<file path="config.mk">
export PLATFORM = sky130hd
export DESIGN_NAME = reset_sequencer
export DESIGN_NICKNAME = d
export VERILOG_FILES = /design/src/rtl/reset_sequencer.sv
export SDC_FILE = /design/constraint.sdc
export NUM_CORES = 1
export LEC_CHECK = 0
export CAP_MARGIN = 20
export CORE_MARGIN = 10
export CORE_UTILIZATION = 51
export DETAILED_ROUTE_END_ITERATION = 7
export GPL_ROUTABILITY_DRIVEN = 0
export GPL_TIMING_DRIVEN = 0
export PLACE_DENSITY = 0.75
export SLEW_MARGIN = 5
export SYNTH_ARGS = -nofsm -noshare
export SYNTH_HDL_FRONTEND = slang
export SYNTH_SLANG_ARGS = --single-unit
</file>
<file path="constraint.sdc">
create_clock -name clk -period 1.8 [get_ports clk]
set_input_delay 0.18 -clock clk [delete_from_list [all_inputs] [get_ports clk]]
set_output_delay 0.18 -clock clk [all_outputs]
set_load 0.01 [all_outputs]
</file>
<file path="src/rtl/reset_sequencer.sv">
// Staged reset sequencer: synchronizes POR release, then releases the SRAM
// macro reset and, after a gap, the test core reset; supports software re-sequencing.
module reset_sequencer #(
  parameter int SYNC_STAGES = 2,
  parameter int HOLD_CYCLES = 16,
  parameter int STAGE_GAP   = 4,
  parameter int CNT_W       = 8
) (
  input  logic       clk,
  input  logic       por,
  input  logic       sw_rst_req,
  output logic       sram_rst,
  output logic       core_rst,
  output logic       core_rstn,
  output logic       ready,
  output logic       rst_cause,
  output logic [1:0] state
);

  localparam logic [1:0] HOLD    = 2'd0;
  localparam logic [1:0] SRAM_UP = 2'd1;
  localparam logic [1:0] RUN     = 2'd2;

  localparam logic [CNT_W-1:0] HOLD_LAST = CNT_W'(HOLD_CYCLES - 1);
  localparam logic [CNT_W-1:0] GAP_LAST  = CNT_W'(STAGE_GAP - 1);

  // Parameter sanity: a bad configuration stops elaboration instead of misbehaving.
  if (SYNC_STAGES < 2 || SYNC_STAGES > 4 || HOLD_CYCLES < 1 || STAGE_GAP < 1 ||
      CNT_W < 1 || CNT_W > 31 ||
      (longint'(1) << CNT_W) <= longint'(HOLD_CYCLES) ||
      (longint'(1) << CNT_W) <= longint'(STAGE_GAP)) begin : g_param_check
    $error("reset_sequencer: parameter out of range");
  end

  logic [SYNC_STAGES-1:0] sync;
  logic                   por_sync;
  logic [CNT_W-1:0]       cnt;
  logic [CNT_W-1:0]       cnt_next;
  logic [1:0]             state_next;
  logic                   cause_next;

  assign por_sync = sync[SYNC_STAGES-1];

  always_ff @(posedge clk or posedge por) begin
    if (por) begin
      sync <= '1;
    end else begin
      sync <= {sync[SYNC_STAGES-2:0], 1'b0};
    end
  end

  // A software request outranks the terminal count; requests are ignored
  // until the synchronized POR release so the cause stays "power-on".
  always_comb begin
    state_next = state;
    cnt_next   = cnt;
    cause_next = rst_cause;
    if (por_sync) begin
      state_next = HOLD;
      cnt_next   = '0;
    end else if (sw_rst_req) begin
      state_next = HOLD;
      cnt_next   = '0;
      cause_next = 1'b1;
    end else begin
      case (state)
        HOLD: begin
          if (cnt == HOLD_LAST) begin
            state_next = SRAM_UP;
            cnt_next   = '0;
          end else begin
            cnt_next = cnt + CNT_W'(1);
          end
        end
        SRAM_UP: begin
          if (cnt == GAP_LAST) begin
            state_next = RUN;
            cnt_next   = '0;
          end else begin
            cnt_next = cnt + CNT_W'(1);
          end
        end
        RUN: begin
          cnt_next = '0;
        end
        default: begin
          state_next = HOLD;
          cnt_next   = '0;
        end
      endcase
    end
  end

  // Outputs are decoded from the next state so each one is its own flop.
  always_ff @(posedge clk or posedge por) begin
    if (por) begin
      state     <= HOLD;
      cnt       <= '0;
      rst_cause <= 1'b0;
      sram_rst  <= 1'b1;
      core_rst  <= 1'b1;
      core_rstn <= 1'b0;
      ready     <= 1'b0;
    end else begin
      state     <= state_next;
      cnt       <= cnt_next;
      rst_cause <= cause_next;
      sram_rst  <= (state_next == HOLD);
      core_rst  <= (state_next != RUN);
      core_rstn <= (state_next == RUN);
      ready     <= (state_next == RUN);
    end
  end

endmodule
</file>
==> out/qor.csv, run 1 <==
stage,metric,value,unit
critical_path,cp-start-kind,register,
flow_run,maxCapViolCount,0,
layout,area_delta_synth_final,20.33,%
synth,synth_cell_types,31,
die,die_h,58.37,um
die,die_w,58.37,um
synth,synth_area_per_cell,11.04,um^2
critical_path,cp-end-kind,register,
clocking,post_cts_buffers,0,
clocking,cts_root_buf,clkbuf_4,
place,dp_hpwl,982.8,um
grt,grt_usage,8.341,%
layout,layout.cells.non_filler,96,
critical_path,path_class,reg -> reg,
clocking,ctsResizeCount,0,
synth,syn_nets,72,
die,core_area,0.001350,mm^2
timing,rsz0062_at_grt,no,
synth,netlist_area,750.7,um^2
die,row_count,13,
grt,antenna_found_initial,0,
timing,finalMaxSlewViolations,0,
synth,synth_mux_area_share,0,%
synth,synthSimpleGateAreaFrac,19.83,%
synth,synth.top_cells.by_area,"dfrtp_1, dfstp_2, or3_1",
synth,synth-compound-area-share,17.67,%
synth,synth-async-reset-ratio,100.0,%
synth,synth_seq_cells,16,
layout,drive_above_1_share,14.81,%
synth,syn_inst,68,
synth,synth_xor_area_share,2.333,%
routing,vias,575,
clocking,htree_levels,1,
grt,grt_pass1_vias,496,
routing,drc,0,
timing,period_minus_slack,1.705,ns
power_and_ir_drop,power_density,692.8,mW/mm^2
routing,drtPass1Iterations,4,
layout,fin_nets,86,
timing,timing.fmax,586.4,MHz
timing,whs,0.2490,ns
layout,n_antenna_cell,0,
clocking,cts_hold_buf,0,
clocking,clock_latency,0.28,ns
timing,hold_viol_final,0,
critical_path,cp.arrival,1.86,ns
timing,final.setup.tns,0,ns
routing,ant_nets,0,
clocking,cts_tree,done,
die,num_io_pins,10,
outcome,status,finished clean,
synth,synth-seq-area-share,54.00,%
routing,drt_iter0_drc,21,
timing,relSlewSlack,60.66,%
grt,grt_pass1_wl,2270,um
timing,final-setup-viol-count,0,
timing,clock_skew,0.001204,ns
routing,via_per_inst,5.990,
die,initial_utilization,55.61,%
critical_path,max_stage_delay,0.59,ns
synth,yosys_warnings,0,
synth,synth_top_area_cell,dfrtp_1,
timing,finalCritPeriodShare,94.73,%
power_and_ir_drop,peakVddDrop,0.4721,mV
critical_path,path_cells,"or4_4, or3_4, nor3b_1",
place,io_buffers,9,
critical_path,ff2ff_path_depth,3,
critical_path,path_max_fanout,5,
synth,synth_ff_type,dfrtp_1,
synth,synth_top_area_share,40.00,%
timing,tightest_slew,0.5895,ns
grt,gr-total-overflow,0,
clocking,cts_sinks,16,
synth,synth_adder_area_share,1.667,%
synth,synth_top_family_by_area,simple AND/OR/NAND/NOR gates,
worst_hold_path,hold_class,in -> async,
routing,wirelength,1382,um
critical_path,crit_required,1.95,ns
clocking,clkTransAtPathRegs,0.09,ns
power_and_ir_drop,leakage,0.3330,nW
grt,grt_max_degree,17,
synth,synth_edf_count,0,
place,post-place-cells,92,
clocking,cts_made_buffers,3,
die,die_area,0.003406,mm^2
critical_path,worst_path_max_delay_cell,or4_4,
clocking,clk_path_buf_depth,2,
routing,wl_per_cell,14.40,um
[cells in the mapped netlist, types with 2 or more instances]
master / n
a211oi_1: 3
a21o_1: 2
a31oi_1: 2
clkbuf_1: 3
dfrtp_1: 12
dfstp_2: 4
inv_1: 3
nand2_1: 2
nand2b_1: 2
nand3_1: 3
nor3_1: 2
nor3b_1: 2
o21ai_0: 5
o32ai_1: 2
or3_1: 5
[where the power goes]
group	internal (W)	switching (W)	total, W	leakage (nW)
Clock	0.000123	0.000109	0.000232	0.0210
Sequential	0.000366	0.00000441	0.000370	0.203
Combinational	0.00000841	0.0000157	0.0000241	0.109
[per-layer routing]
| layer | share of wire (%) | wire length [um] | up-vias | track usage (%) |
|---|---|---|---|---|
| met5 | 0 | 0 | - | 0 |
| met4 | 1.0 | 14 | 0 | 5.034 |
| met3 | 7.2 | 99 | 2 | 2.575 |
| met2 | 46 | 629 | 22 | 12.14 |
| met1 | 46 | 639 | 272 | 10.48 |
| li1 | - | - | 279 | - |
[cells in the final DEF, fill, tap and decap left out, types with 3 or more instances in the layout]
master,synthesis,routed
dfrtp_1,12,12
a211oi_1,3,3
or3_1,5,5
clkbuf_4,0,3
nand3_1,3,3
inv_1,3,3
dfstp_2,4,4
o21ai_0,5,5
clkbuf_1,3,3
clkdlybuf4s50_1,0,9
[sequential cells by signal, summed over array words and instances, names as in the netlist]
register,count
cnt,8
core_rst,1
ready,1
rst_cause,1
sram_rst,1
state,2
sync,2
[layout make-up]
| class | instances | area (um^2) |
|---|---|---|
| fillers | 99 | 446.7 |
| flip-flops and latches | 16 | 405.4 |
| clock buffers | 4 | 36.28 |
| repair buffers | 9 | 90.09 |
| multi-input cells | 45 | 322.8 |
| plain buffers | 4 | 18.77 |
| well taps | 15 | 18.77 |
| inverters | 3 | 11.26 |
[cell families after synthesis]
group / after synthesis
AOI/OAI and AO/OA: 18
other: 1
adders and majority gates: 1
DFF: 16
buffers and inverters: 7
and+or+nand+nor: 23
xor gates and xnor gates: 2
[metrics by stage]
| step | worst slack [ns] | instance area, um^2 | total power, W | util [%] |
|---|---|---|---|---|
| final | 0.09480 | 903.4 | 0.0006259 | 66.91 |
| after global routing | 0.03383 | 903.4 | 0.0006496 | 66.91 |
| after CTS | 0.1081 | 895.9 | 0.0006321 | 66.36 |
| after detailed placement | 0.1217 | 859.6 | 0.0004012 | 63.67 |
| after global placement | 0.1130 | 859.6 | 0.0004011 | 63.67 |
| after floorplan | 0.1950 | 750.7 | 0.0003906 | - |
[critical path, delay by kind of cell, from the launching register on]
| family | cells | cell delay (ns) |
|---|---|---|
| and+or+nand+nor | 3 | 1.15 |
| DFF | 1 | 0.43 |
[final timing paths]
path | startpoint | to | slack, ns
setup / recovery | cnt[4]$_DFF_PP0_ | cnt[2]$_DFF_PP0_ | 0.09
hold / removal | por | rst_cause$_DFFE_PP0P_ | 0.25
setup reg to reg | cnt[4]$_DFF_PP0_ | cnt[2]$_DFF_PP0_ | 0.09
hold reg to reg | sync[0]$_DFF_PP1_ | sync[1]$_DFF_PP1_ | 0.36
max in group asynchronous | por | cnt[1]$_DFF_PP0_ | 1.17
min in group clk | sync[0]$_DFF_PP1_ | sync[1]$_DFF_PP1_ | 0.36
Power figures use the tool's default switching activity.
==> inputs of run 2 (changes only) <==
--- a/config.mk
+++ b/config.mk
@@ -5,7 +5,6 @@
 export SDC_FILE = /design/constraint.sdc
 export NUM_CORES = 1
 export LEC_CHECK = 0
-export CAP_MARGIN = 20
 export CORE_MARGIN = 10
 export CORE_UTILIZATION = 51
 export DETAILED_ROUTE_END_ITERATION = 7
==> constraint.sdc (replaced) <==
create_clock -name clk -period 1.8 [get_ports clk]
set_input_delay 0.27 -clock clk [delete_from_list [all_inputs] [get_ports clk]]
set_output_delay 0.27 -clock clk [all_outputs]
set_load 0.01 [all_outputs]
==> results of run 2 <==
Same layout as run 1 (identical final DEF). Status: finished clean.
Main changes from that run: setup slack after placement 0.1217 ns -> 0.03173 ns; hold slack 0.2490 ns -> 0.3390 ns
